--- src/rtl/gh_uart_pkg.sv ---
// gh_uart_pkg
// Shared types and constants for the 16550-style UART receive path.
//   t_rx_state  : receiver FSM states
//   OVERSAMPLE  : xbrc enables per serial bit
//   MID_SAMPLE  : sample-counter load value giving the mid-bit point of the start bit
//   clamp_bits  : folds an out-of-range character length into 5..8
package gh_uart_pkg;

  typedef enum logic [2:0] {
    idle,
    r_start_bit,
    shift_data,
    r_parity,
    r_stop_bit,
    break_wait
  } t_rx_state;

  localparam int OVERSAMPLE = 16;
  localparam int MID_SAMPLE = 7;

  localparam logic [3:0] CNT_MID = 4'(MID_SAMPLE);
  localparam logic [3:0] CNT_BIT = 4'(OVERSAMPLE - 1);

  // An illegal length would otherwise let the bit counter wrap and index
  // outside the shift register; clamping keeps the frame bounded.
  function automatic logic [3:0] clamp_bits(input int n);
    if (n < 5)
      return 4'd5;
    else if (n > 8)
      return 4'd8;
    else
      return 4'(n);
  endfunction

endpackage

--- src/rtl/gh_uart_rx_sampler.sv ---
// gh_uart_rx_sampler
// Two-flop synchronizer for the serial input plus the xbrc-gated sample
// down-counter. The counter reaching zero on an xbrc enable marks a sample point.
//   clk      : system clock
//   rst      : synchronous active-low reset
//   xbrc     : 16x baud enable, one clk wide
//   srx      : asynchronous serial input
//   load     : load the counter with load_val (wins over counting)
//   load_val : counter load value
//   rxs      : synchronized serial input
//   mid      : sample strobe (xbrc with counter at terminal count)
module gh_uart_rx_sampler (
  input  logic       clk,
  input  logic       rst,
  input  logic       xbrc,
  input  logic       srx,
  input  logic       load,
  input  logic [3:0] load_val,
  output logic       rxs,
  output logic       mid
);

  logic       rx_meta;
  logic [3:0] cnt;

  always_ff @(posedge clk) begin
    if (!rst) begin
      rx_meta <= 1'b1;
      rxs     <= 1'b1;
      cnt     <= '0;
    end else begin
      rx_meta <= srx;
      rxs     <= rx_meta;
      if (load)
        cnt <= load_val;
      else if (xbrc)
        cnt <= cnt - 4'd1;
    end
  end

  assign mid = xbrc && (cnt == 4'd0);

endmodule

--- src/rtl/gh_uart_rx_8bit.sv ---
// gh_uart_rx_8bit
// 16x-oversampling UART receiver, 5..8 data bits, optional parity, one stop
// bit sampled. Delivers each character with a one-cycle write strobe and
// per-character parity / framing / break flags.
//   clk       : system clock
//   rst       : synchronous active-low reset
//   xbrc      : 16x baud enable, one clk wide
//   srx       : asynchronous serial input, idles high
//   num_bits  : data bits per character (5..8), taken at start-bit validation
//   parity_en : parity bit present
//   parity_ev : 1 = even parity, 0 = odd
//   dout      : received character, right-aligned, upper bits zero
//   wr        : one-cycle write strobe to the Rx FIFO
//   parity_er : parity error, valid with wr
//   frame_er  : stop bit sampled low, valid with wr
//   break_itr : break character detected, valid with wr
//   busyn     : 1 while idle
//
// state       | meaning
// idle        | waiting for rxs low on an xbrc enable
// r_start_bit | counting to mid start bit to reject glitches
// shift_data  | sampling data bits at mid-bit
// r_parity    | sampling the parity bit
// r_stop_bit  | sampling the stop bit, issuing wr
// break_wait  | line held low after a break, waiting for it to go high
module gh_uart_rx_8bit
  import gh_uart_pkg::*;
(
  input  logic       clk,
  input  logic       rst,
  input  logic       xbrc,
  input  logic       srx,
  input  int         num_bits,
  input  logic       parity_en,
  input  logic       parity_ev,
  output logic [7:0] dout,
  output logic       wr,
  output logic       parity_er,
  output logic       frame_er,
  output logic       break_itr,
  output logic       busyn
);

  t_rx_state  state, state_nxt;

  logic       rxs;
  logic       mid;
  logic       cnt_load;
  logic [3:0] cnt_val;

  logic [7:0] sr;
  logic [3:0] bit_cnt;
  logic [3:0] nbits_q;
  logic       pen_q;
  logic       pev_q;
  logic       par_acc;
  logic       par_bit;
  logic       par_err;

  logic       start_ok;
  logic       shift_en;
  logic       par_smp;
  logic       stop_smp;
  logic       brk;
  logic [2:0] bit_idx;

  gh_uart_rx_sampler u_sampler (
    .clk      (clk),
    .rst      (rst),
    .xbrc     (xbrc),
    .srx      (srx),
    .load     (cnt_load),
    .load_val (cnt_val),
    .rxs      (rxs),
    .mid      (mid)
  );

  // bit_cnt counts down from nbits_q, so the first data bit lands at index 0.
  assign bit_idx = 3'(nbits_q - bit_cnt);

  // Break needs the parity bit low too; par_bit stays 0 when parity is absent.
  assign brk = !rxs && (sr == 8'd0) && !par_bit;

  always_comb begin
    state_nxt = state;
    cnt_load  = 1'b0;
    cnt_val   = CNT_BIT;
    start_ok  = 1'b0;
    shift_en  = 1'b0;
    par_smp   = 1'b0;
    stop_smp  = 1'b0;
    case (state)
      idle: begin
        if (xbrc && !rxs) begin
          state_nxt = r_start_bit;
          cnt_load  = 1'b1;
          cnt_val   = CNT_MID;
        end
      end
      r_start_bit: begin
        if (mid) begin
          if (rxs) begin
            state_nxt = idle;
          end else begin
            state_nxt = shift_data;
            cnt_load  = 1'b1;
            start_ok  = 1'b1;
          end
        end
      end
      shift_data: begin
        if (mid) begin
          shift_en = 1'b1;
          cnt_load = 1'b1;
          if (bit_cnt == 4'd1)
            state_nxt = pen_q ? r_parity : r_stop_bit;
        end
      end
      r_parity: begin
        if (mid) begin
          par_smp   = 1'b1;
          cnt_load  = 1'b1;
          state_nxt = r_stop_bit;
        end
      end
      r_stop_bit: begin
        if (mid) begin
          stop_smp  = 1'b1;
          state_nxt = brk ? break_wait : idle;
        end
      end
      break_wait: begin
        if (xbrc && rxs)
          state_nxt = idle;
      end
      default: state_nxt = idle;
    endcase
  end

  always_ff @(posedge clk) begin
    if (!rst) begin
      state     <= idle;
      sr        <= '0;
      bit_cnt   <= '0;
      nbits_q   <= 4'd8;
      pen_q     <= 1'b0;
      pev_q     <= 1'b0;
      par_acc   <= 1'b0;
      par_bit   <= 1'b0;
      par_err   <= 1'b0;
      dout      <= '0;
      wr        <= 1'b0;
      parity_er <= 1'b0;
      frame_er  <= 1'b0;
      break_itr <= 1'b0;
    end else begin
      state <= state_nxt;
      wr    <= stop_smp;
      if (start_ok) begin
        sr      <= '0;
        bit_cnt <= clamp_bits(num_bits);
        nbits_q <= clamp_bits(num_bits);
        pen_q   <= parity_en;
        pev_q   <= parity_ev;
        par_acc <= 1'b0;
        par_bit <= 1'b0;
        par_err <= 1'b0;
      end
      if (shift_en) begin
        sr[bit_idx] <= rxs;
        par_acc     <= par_acc ^ rxs;
        bit_cnt     <= bit_cnt - 4'd1;
      end
      // Parity error is held internally so the visible flag changes only with wr.
      if (par_smp) begin
        par_bit <= rxs;
        par_err <= (rxs != (pev_q ? par_acc : ~par_acc));
      end
      if (stop_smp) begin
        dout      <= sr;
        parity_er <= par_err;
        frame_er  <= ~rxs;
        break_itr <= brk;
      end
    end
  end

  assign busyn = (state == idle);

endmodule

--- config.mk ---
export PLATFORM = sky130hd
export DESIGN_NAME = gh_uart_rx_8bit
export DESIGN_NICKNAME = d
export VERILOG_FILES = /design/src/rtl/gh_uart_pkg.sv /design/src/rtl/gh_uart_rx_sampler.sv /design/src/rtl/gh_uart_rx_8bit.sv
export SDC_FILE = /design/constraint.sdc
export NUM_CORES = 1
export LEC_CHECK = 0
export BUFFER_PORTS_ARGS = -buffer_cell sky130_fd_sc_hd__buf_2
export CORE_ASPECT_RATIO = 1.1
export CORE_MARGIN = 2
export CORE_UTILIZATION = 45
export DETAILED_ROUTE_END_ITERATION = 7
export PLACE_DENSITY = 0.71
export SLEW_MARGIN = 20
export SYNTH_ARGS = -nofsm -noshare
export SYNTH_HDL_FRONTEND = slang
export SYNTH_SLANG_ARGS = --single-unit
--- constraint.sdc ---
create_clock -name clk -period 3.75 [get_ports clk]
set_input_delay 0.375 -clock clk [delete_from_list [all_inputs] [get_ports clk]]
set_output_delay 0.375 -clock clk [all_outputs]
set_load 0.01 [all_outputs]
==> key figures, run 1 <==
CTS
  • Post-CTS Setup Bufs: 0
  • Post-CTS resize count: 0
  • CTS tree: done
  • CTS Buf Count: 5
  • H-tree depth: 2
  • CTS max path bufs: 2
  • Hold buffers post-CTS: 0
  • Worst-path clk slew: 80 ps
  • Clk sinks: 41
  • Latest clock arrival within the worst-skew pair: 300 ps
  • Clock root buffer: clkbuf_8

Setup path
  • Setup crit start kind: flop
  • WP data arrival: 2280 ps
  • Worst path cell trace: ha_1, inv_1, fa_1, xnor2_1, xor2_1, nand3b_1, mux2i_1
  • Worst Path Required: 3930 ps
  • Buf/Inv on CP: 1
  • Slowest-stage cell, CP: dfxtp_1
  • Critical path's top delay family: XOR/XNOR gates
  • Crit Path Class: flop to flop
  • Critical path capture point type: flop
  • Worst Path Max Fanout: 6
  • Crit-path max cell delay: 420 ps

Logic synthesis
  • Post-synthesis register bit count: 41
  • Yosys cell types: 54
  • Ys async rst share: 0%
  • Syn avg cell area: 8.58 um^2
  • Syn nets: 293
  • Sequential share of the synthesized area: 38.4%
  • Cells after synthesis: 249
  • Top cell type's share of synthesized area: 38.4%
  • Netlist Area Pre-Place: 0.00214 mm^2
  • Ys Warns: 0
  • Count of flip-flops with a built-in enable after synthesis: 0
  • Synth top area cells: dfxtp_1 (38%), nand2_1 (7.0%), a21oi_1 (4.9%)
  • Leading area contributor after synthesis: dfxtp_1
  • Ys flop type: dfxtp_1

Worst hold path
  • Hold WC Path Type: primary input to flop

Global routing
  • Global-route wire length before repair: 8.38 mm
  • Initial antenna violation count: 0
  • Overall routing resource usage: 19.2%
  • Largest net degree at the start of global routing: 26
  • Vias in the first global route: 1829
  • GRT overflow: 0

Timing
  • Final period util: 56.0%
  • Final setup fails: 0
  • Worst Tran Pin Value: 696 ps
  • Setup TNS Final: 0 ps
  • Final WS setup: 1650 ps
  • Max Freq: 476 MHz
  • Post-Route Skew: 7.60 ps
  • Tmin final: 2100 ps
  • Max-slew violations: 0
  • RSZ-0062 raised after global routing: no
  • Fin. Hold Viols: 0
  • Max-slew headroom: 53.4%

Floorplanning
  • Die W: 69.7 um
  • # rows: 26
  • Starting Density: 46.3%
  • Die Y: 76.3 um
  • I/O pin count: 51
  • Full die area: 0.00532 mm^2
  • CORE AREA: 0.00462 mm^2

Final layout
  • Diodes inserted: 0
  • Design area: 0.00252 mm^2
  • Share of cells above drive strength 1: 23.5%
  • Fin cells: 349
  • Final net count: 336
  • Area Overhead vs Synth: 17.7%

Detailed routing
  • Vias per inst: 5.67
  • Residual DRC: 0
  • Final wirelength: 4.72 mm
  • DR iter-0 viols: 94
  • Mean routed wirelength per cell: 13.5 um
  • Via count: 1978
  • Antenna viol nets, final: 0
  • First-pass iteration count of the detailed router: 4

Power and ir drop
  • Clock network power share: 40.3%
  • Seq pwr share: 50.6%
  • Maximum vdd drop: 0.182 mV
  • Combinational Power Share: 9.2%
  • P per Cell Area: 355 mW/mm^2
  • Internal power: 680 uW
  • Switching part of the total: 24.0%
  • Sw Pwr: 215 uW
  • Pleak: 0.00100 uW

Place
  • Final HPWL DP: 3.47 mm
  • RD Place Congestion: 0.804
  • Post-Place Setup Slack: 1620 ps
  • Port bufs: 50
  • Placed Instances: 341
  • Area post-placement: 0.00240 mm^2

Run status
  • Run status: finished clean

Run
  • Maxcap violations: 0
[per-stage QoR]
| stage | total power [uW] | utilization [%] | hold slack (ps) |
|---|---|---|---|
| floorplan | 513 | - | 386 |
| global placement | 543 | 51.9 | 388 |
| detailed placement | 544 | 51.9 | 397 |
| CTS | 902 | 54.4 | 250 |
| global route | 935 | 54.5 | 274 |
| finish | 894 | 54.5 | 256 |
[worst reg2reg max path, cell delays in order (launching register included)]
cell	delay, ps
dfxtp_1	420
ha_1	180
inv_1	50
fa_1	370
xnor2_1	260
xor2_1	410
nand3b_1	160
mux2i_1	140
[layout make-up]
type                       count  area (um^2)
fill                         446         2100
multi-input combinational    184         1220
sequential                    41          821
timing repair buffer          51          258
tap                           56         70.1
clock buffer                   5         68.8
clock inverter                 3         46.3
inverter                       9         33.8
[cells in the final DEF (no fill, tap or decap), types with 3 or more instances in the layout]
cell      synthesis  routed
buf_2             4      50
nand3_1           7       7
a31oi_1           3       3
a22oi_1           3       3
o21ai_0           8       8
nand2_1          40      40
o41ai_1           4       4
mux2i_1           6       6
nor2b_1           4       4
nor3_1            6       5
nand2b_1          5       5
xnor2_1           6       6
nor2_1            9       9
o211ai_1          4       4
or4_1             3       3
a21oi_1          21      21
clkbuf_8          0       5
a211oi_1          4       4
o311ai_0          3       3
nor4_1            7       7
dfxtp_1          41      41
ha_1              5       5
xor2_1            3       3
inv_1             7       7
[cell usage after synthesis, drive strengths merged (2+ instances only)]
| cell | number |
|---|---|
| nor4 | 7 |
| o21ai | 8 |
| ha | 5 |
| nand2b | 5 |
| clkbuf | 8 |
| xor2 | 3 |
| buf | 7 |
| nor2b | 4 |
| a21oi | 21 |
| a31oi | 3 |
| o211ai | 4 |
| nor3b | 3 |
| o311ai | 5 |
| nor2 | 9 |
| nor3 | 6 |
| nand4 | 2 |
| nand2 | 40 |
| or4 | 4 |
| xnor2 | 6 |
| mux2i | 6 |
| o41ai | 6 |
| nand3 | 7 |
| inv | 7 |
| dfxtp | 41 |
| nand3b | 2 |
| and3 | 2 |
| a22oi | 3 |
| a211oi | 4 |
| clkinv | 2 |
| and4 | 2 |
| a21o | 2 |
[metal layers]
metal	wire length, um	global-route usage [%]
met4	89	7.88
met2	2230	31.4
met5	0	0
met1	2140	24.2
met3	264	4.63
[kinds of logic (layout without fill, tap and decap cells)]
group	Yosys count	after routing	synth area share, %
compound gates	63	63	21.2
xor+xnor	9	9	3.69
fa+ha+maj	6	6	3.86
simple gates	100	100	25.2
flops	41	41	38.4
mux	6	6	2.81
buf+inv	24	68	4.80
[flip-flops by register name, summed over array words and instances (netlist names)]
signal and flops:
bit_cnt 4, parity_er 1, sr 8, u_sampler.cnt 4, u_sampler.rx_meta 1, state 3, u_sampler.rxs 1, par_bit 1
par_acc 1, dout 8, par_err 1, pev_q 1, pen_q 1, frame_er 1, nbits_q 3, break_itr 1
wr 1
[final timing paths]
| kind | startpoint | endpoint | slack (ps) | cells after the start |
|---|---|---|---|---|
| setup / recovery | bit_cnt[0] | sr[5] | 1650 | 7 |
| hold / removal | srx | u_sampler.rx_meta | 260 | 2 |
| setup reg to reg | bit_cnt[0] | sr[5] | 1650 | 7 |
| hold reg to reg | u_sampler.rx_meta | u_sampler.rxs | 410 | 1 |
[power by group through the flow]
stage / logic [uW] / clock network, uW / registers [uW]
2_1_floorplan: 55.9 / 0 / 457
3_3_place_gp: 80.9 / 0 / 462
3_5_place_dp: 81.8 / 0 / 462
4_1_cts: 82.1 / 368 / 452
5_1_grt: 93.2 / 387 / 454
6_report: 82.0 / 360 / 452
Note: power is estimated with default switching activity, not from simulation.
==> run 2: changes to the inputs <==
==> constraint.sdc (replaced) <==
create_clock -name clk -period 2 [get_ports clk]
set_input_delay 0.2 -clock clk [delete_from_list [all_inputs] [get_ports clk]]
set_output_delay 0.2 -clock clk [all_outputs]
set_load 0.01 [all_outputs]
==> key figures, run 2 (synthesis gave the netlist of run 1 again) <==
Place
  • Area post-placement: 0.00252 mm^2 (was 0.00240 mm^2)
  • Final HPWL DP: 3.74 mm (was 3.47 mm)
  • Port bufs: 50 (unchanged)
  • RD Place Congestion: 0.805 (was 0.804)

Timing
  • Final period util: 93.3% (was 56.0%)
  • Setup TNS Final: 0 ps (unchanged)
  • Worst Tran Pin Value: 366 ps (was 696 ps)
  • Tmin final: 1870 ps (was 2100 ps)
  • Max-slew headroom: 75.6% (was 53.4%)
  • Final setup fails: 0 (unchanged)
  • RSZ-0062 raised after global routing: yes (was no)
  • Post-Route Skew: 7.26 ps (was 7.60 ps)
  • Max-slew violations: 0 (unchanged)
  • Max Freq: 536 MHz (was 476 MHz)
  • Fin. Hold Viols: 0 (unchanged)

Final layout
  • Diodes inserted: 0 (unchanged)
  • Top Registers: dout x8, sr x8 (unchanged)
  • Share of cells above drive strength 1: 28.4% (was 23.5%)
  • Final net count: 353 (was 336)
  • Area Overhead vs Synth: 24.5% (was 17.7%)
  • Most frequent cells in the layout: buf_2 (50), dfxtp_1 (41), nand2_1 (40) (unchanged)
  • Most common cell after layout, fill and taps aside: buf_2 (unchanged)
  • Final Core Density: 57.6% (was 54.5%)
  • Filler Cells Inserted: 430 (was 446)
  • Design area: 0.00266 mm^2 (was 0.00252 mm^2)

Run
  • Maxcap violations: 0 (unchanged)

Setup path
  • WP data arrival: 2050 ps (was 2280 ps)
  • Setup crit start kind: flop (unchanged)
  • Worst Path Required: 2180 ps (was 3930 ps)
  • Worst Path Max Fanout: 6 (unchanged)
  • Crit Path Class: flop to flop (unchanged)
  • Reg2Reg Depth: 8 (was 7)
  • Critical path capture point type: flop (unchanged)

Run status
  • Run status: finished clean (unchanged)

Floorplanning
  • Full die area: 0.00532 mm^2 (unchanged)
  • Die Y: 76.3 um (unchanged)
  • Die W: 69.7 um (unchanged)
  • I/O pin count: 51 (unchanged)
  • # rows: 26 (unchanged)
  • CORE AREA: 0.00462 mm^2 (unchanged)
  • Starting Density: 46.3% (unchanged)

CTS
  • Clk sinks: 41 (unchanged)
  • Clock root buffer: clkbuf_8 (unchanged)
  • H-tree depth: 2 (unchanged)
  • CTS max path bufs: 2 (unchanged)
  • Worst-path clk slew: 80 ps (about the same)
  • Hold buffers post-CTS: 0 (unchanged)
  • CTS tree: done (unchanged)
  • Post-CTS Setup Bufs: 0 (unchanged)
  • CTS Buf Count: 5 (unchanged)
  • Latest clock arrival within the worst-skew pair: 300 ps (about the same)

Global routing
  • Overall routing resource usage: 19.2% (about the same)
  • Largest net degree at the start of global routing: 18 (was 26)
  • GRT overflow: 0 (unchanged)
  • Initial antenna violation count: 0 (unchanged)
  • Global-route wire length before repair: 8.28 mm (was 8.38 mm)
  • Vias in the first global route: 1892 (was 1829)

Detailed routing
  • Final wirelength: 4.87 mm (was 4.72 mm)
  • DR iter-0 viols: 69 (was 94)
  • Via count: 2050 (was 1978)
  • Vias per inst: 5.60 (was 5.67)
  • Residual DRC: 0 (unchanged)
  • First-pass iteration count of the detailed router: 4 (unchanged)
  • Mean routed wirelength per cell: 13.3 um (was 13.5 um)
  • Antenna viol nets, final: 0 (unchanged)

Power and ir drop
  • Pwr Total: 1690 uW (was 894 uW)
  • P per Cell Area: 636 mW/mm^2 (was 355 mW/mm^2)
  • Pleak: 0.00109 uW (was 0.00100 uW)
  • Maximum vdd drop: 0.371 mV (was 0.182 mV)

Worst hold path
  • Hold WC Path Type: primary input to flop (unchanged)
  • Hold Path Stages: 2 (unchanged)
run 2: repair_timing:
action / in CTS / in global routing
endpoints found under the setup margin: 4 / 5
gates cloned: 0 / 0
gates resized for setup: 1 / 4
endpoints found under the hold margin: 0 / 0
run 2: metal layers:
metal | global-route usage [%] | part of all wire [%] | vias up
li1 | - | - | 1025
met1 | 22.1 | 44 | 951
met2 | 33.5 | 49 | 65
met3 | 5.03 | 5.7 | 9
met4 | 8.27 | 1.9 | 0
met5 | 0 | 0 | -
run 2: path summary, 6_finish.rpt:
check,start,end,slack [ps]
worst max-delay path,nbits_q[0],sr[4],130
worst min-delay path,srx,u_sampler.rx_meta,80
worst max register to register,nbits_q[0],sr[4],130
worst min register to register,u_sampler.rx_meta,u_sampler.rxs,420
run 2: per-stage QoR:
step	instances	hold WS [ps]	setup slack, ps
after CTS	366	66.4	30.4
after floorplan	249	301	127
after detailed placement	358	386	-10.0
after global routing	366	86.4	-34.3
final	366	76.4	135
after global placement	358	383	59.2
run 2: power breakdown:
part           internal (uW)  leakage [uW]  total [uW]  switching (uW)
combinational           83.5      0.000706         173            89.8
clock                    373     0.0000543         675             301
sequential               830      0.000332         844            14.8
run 2: layout make-up:
cell class	count	area (um^2)	share of cell area [%]
multi-input combinational	184	1230	46.4
sequential	41	821	30.9
timing repair buffer	68	385	14.5
tap	56	70.1	2.63
clock buffer	5	68.8	2.59
clock inverter	3	46.3	1.74
inverter	9	33.8	1.27
run 2: worst max-delay path: stages, from the launching register on:
cell,delay [ps]
dfxtp_1,300
inv_1,60
ha_1,140
inv_1,50
fa_1,400
xnor2_2,220
xor2_2,300
nand3_1,150
mux2i_1,140
==> run 3: changes to the inputs <==
--- a/config.mk
+++ b/config.mk
@@ -6,7 +6,6 @@
 export NUM_CORES = 1
 export LEC_CHECK = 0
 export BUFFER_PORTS_ARGS = -buffer_cell sky130_fd_sc_hd__buf_2
-export CORE_ASPECT_RATIO = 1.1
 export CORE_MARGIN = 2
 export CORE_UTILIZATION = 45
 export DETAILED_ROUTE_END_ITERATION = 7
==> key figures, run 3 (synthesis gave the netlist of run 1 again) <==
CTS
  • Clock root buffer: clkbuf_8 (unchanged)
  • Latest clock arrival within the worst-skew pair: 300 ps (about the same)
  • Worst-path clk slew: 80 ps (about the same)
  • Hold buffers post-CTS: 0 (unchanged)
  • H-tree depth: 2 (unchanged)
  • CTS Buf Count: 5 (unchanged)
  • CTS tree: done (unchanged)
  • Post-CTS Setup Bufs: 0 (unchanged)
  • CTS max path bufs: 2 (unchanged)
  • Clk sinks: 41 (unchanged)

Setup path
  • Setup crit start kind: flop (unchanged)
  • Crit-path max cell delay: 350 ps (was 400 ps)
  • R2r setup slk: 130 ps (about the same)
  • Critical path capture point type: flop (unchanged)
  • Most used cell, CP: inv_1 (unchanged)
  • WP data arrival: 2050 ps (about the same)
  • Crit Path Class: flop to flop (unchanged)
  • Worst Path Max Fanout: 6 (unchanged)
  • Slowest-stage cell, CP: fa_2 (was fa_1)
  • Worst Path Required: 2170 ps (was 2180 ps)
  • Worst path cell trace: inv_1, ha_1, inv_1, fa_2, xnor2_2, xor2_2, o311ai_0, o41ai_1 (was inv_1, ha_1, inv_1, fa_1, xnor2_2, xor2_2, nand3_1, mux2i_1)

Place
  • RD Place Congestion: 0.870 (was 0.805)
  • Area post-placement: 0.00251 mm^2 (was 0.00252 mm^2)
  • Final HPWL DP: 3.80 mm (was 3.74 mm)
  • Port bufs: 50 (unchanged)

Final layout
  • Most common cell after layout, fill and taps aside: buf_2 (unchanged)
  • Design area: 0.00265 mm^2 (was 0.00266 mm^2)
  • Top Registers: dout x8, sr x8 (unchanged)
  • Diodes inserted: 0 (unchanged)
  • Most frequent cells in the layout: buf_2 (50), dfxtp_1 (41), nand2_1 (40) (unchanged)
  • Share of cells above drive strength 1: 28.5% (was 28.4%)
  • Final net count: 352 (was 353)
  • Area Overhead vs Synth: 24.1% (was 24.5%)

Floorplanning
  • CORE AREA: 0.00466 mm^2 (was 0.00462 mm^2)
  • I/O pin count: 51 (unchanged)
  • Die W: 72.9 um (was 69.7 um)
  • Full die area: 0.00532 mm^2 (about the same)
  • Starting Density: 45.9% (was 46.3%)
  • Die Y: 72.9 um (was 76.3 um)
  • # rows: 25 (was 26)

Timing
  • Tmin final: 1870 ps (about the same)
  • Fin. Hold Viols: 0 (unchanged)
  • Worst Tran Pin Value: 372 ps (was 366 ps)
  • Final setup fails: 0 (unchanged)
  • Max-slew headroom: 75.1% (was 75.6%)
  • Max-slew violations: 0 (unchanged)
  • Post-Route Skew: 8.83 ps (was 7.26 ps)
  • Max Freq: 534 MHz (was 536 MHz)
  • RSZ-0062 raised after global routing: no (was yes)
  • Final period util: 93.7% (was 93.3%)

Power and ir drop
  • Pleak: 0.00109 uW (about the same)
  • P per Cell Area: 642 mW/mm^2 (was 636 mW/mm^2)
  • Pwr Total: 1700 uW (was 1690 uW)
  • Maximum vdd drop: 0.445 mV (was 0.371 mV)

Detailed routing
  • DR iter-0 viols: 91 (was 69)
  • Mean routed wirelength per cell: 13.5 um (was 13.3 um)
  • Antenna viol nets, final: 0 (unchanged)
  • Residual DRC: 0 (unchanged)
  • Vias per inst: 5.47 (was 5.60)
  • Via count: 1986 (was 2050)
  • Final wirelength: 4.90 mm (was 4.87 mm)
  • First-pass iteration count of the detailed router: 4 (unchanged)

Run status
  • Run status: finished clean (unchanged)

Global routing
  • Overall routing resource usage: 19.6% (was 19.2%)
  • GRT overflow: 0 (unchanged)
  • Vias in the first global route: 1806 (was 1892)
  • Largest net degree at the start of global routing: 17 (was 18)
  • Initial antenna violation count: 0 (unchanged)
  • Global-route wire length before repair: 8.11 mm (was 8.28 mm)

Worst hold path
  • Hold WC Path Type: primary input to flop (unchanged)

Run
  • Maxcap violations: 0 (unchanged)
## run 3: cell count changes in the layout (fill, tap and decap cells not counted), sizes merged
cell,change
buf,-1
## run 3: repair_timing
action	in CTS	in global routing
endpoints found under the setup margin	1	6
gates resized for setup	1	4
pin swaps	0	2
## run 3: path summary, 6_finish.rpt
| check | from | end | depth (start not counted) |
|---|---|---|---|
| min reg2reg | u_sampler.rx_meta | u_sampler.rxs | 1 |
| max | nbits_q[0] | sr[3] | 8 |
| min | srx | u_sampler.rx_meta | 2 |
| max reg2reg | nbits_q[0] | sr[3] | 8 |
## run 3: cell type report
class	instances	area (um^2)
multi-input cells	184	1240
well taps	54	67.6
flip-flops and latches	41	821
inverters	9	33.8
fillers	438	2010
clock buffers	5	68.8
repair buffers	67	378
clock inverters	3	46.3
## run 3: report_power, final
part | internal, uW | switching [uW] | total, uW
clock | 374 | 314 | 687
combinational | 83.5 | 89.6 | 173
sequential | 830 | 13.7 | 843
## run 3: metal layers
| layer | up-vias | wire length, um | global-route usage (%) | share of wire (%) |
|---|---|---|---|---|
| met5 | - | 0 | 0 | 0 |
| met4 | 0 | 61 | 4.94 | 1.2 |
| met3 | 6 | 250 | 5.11 | 5.1 |
| met2 | 63 | 2270 | 33.8 | 46 |
| met1 | 888 | 2320 | 24.2 | 47 |
| li1 | 1029 | - | - | - |
## run 3: stage by stage
stage	hold slack, ps	TNS (ps)	setup slack [ps]	cells	utilization, %
4_1_cts	73.3	0	22.1	363	56.6
5_1_grt	94.2	0	1.91	363	56.9
2_1_floorplan	301	0	127	249	-
3_5_place_dp	386	-11.0	-11.0	355	53.9
3_3_place_gp	385	0	61.4	355	53.9
6_report	76.2	0	126	363	56.9
## run 3: worst max-delay path, delay by kind of cell (launching register included)
kind,cells,cell delay (ps)
adder cells (fa/ha/maj),2,480
buffers and inverters,2,120
AO/OA/AOI/OAI,2,430
flip-flops,1,310
XOR/XNOR,2,410
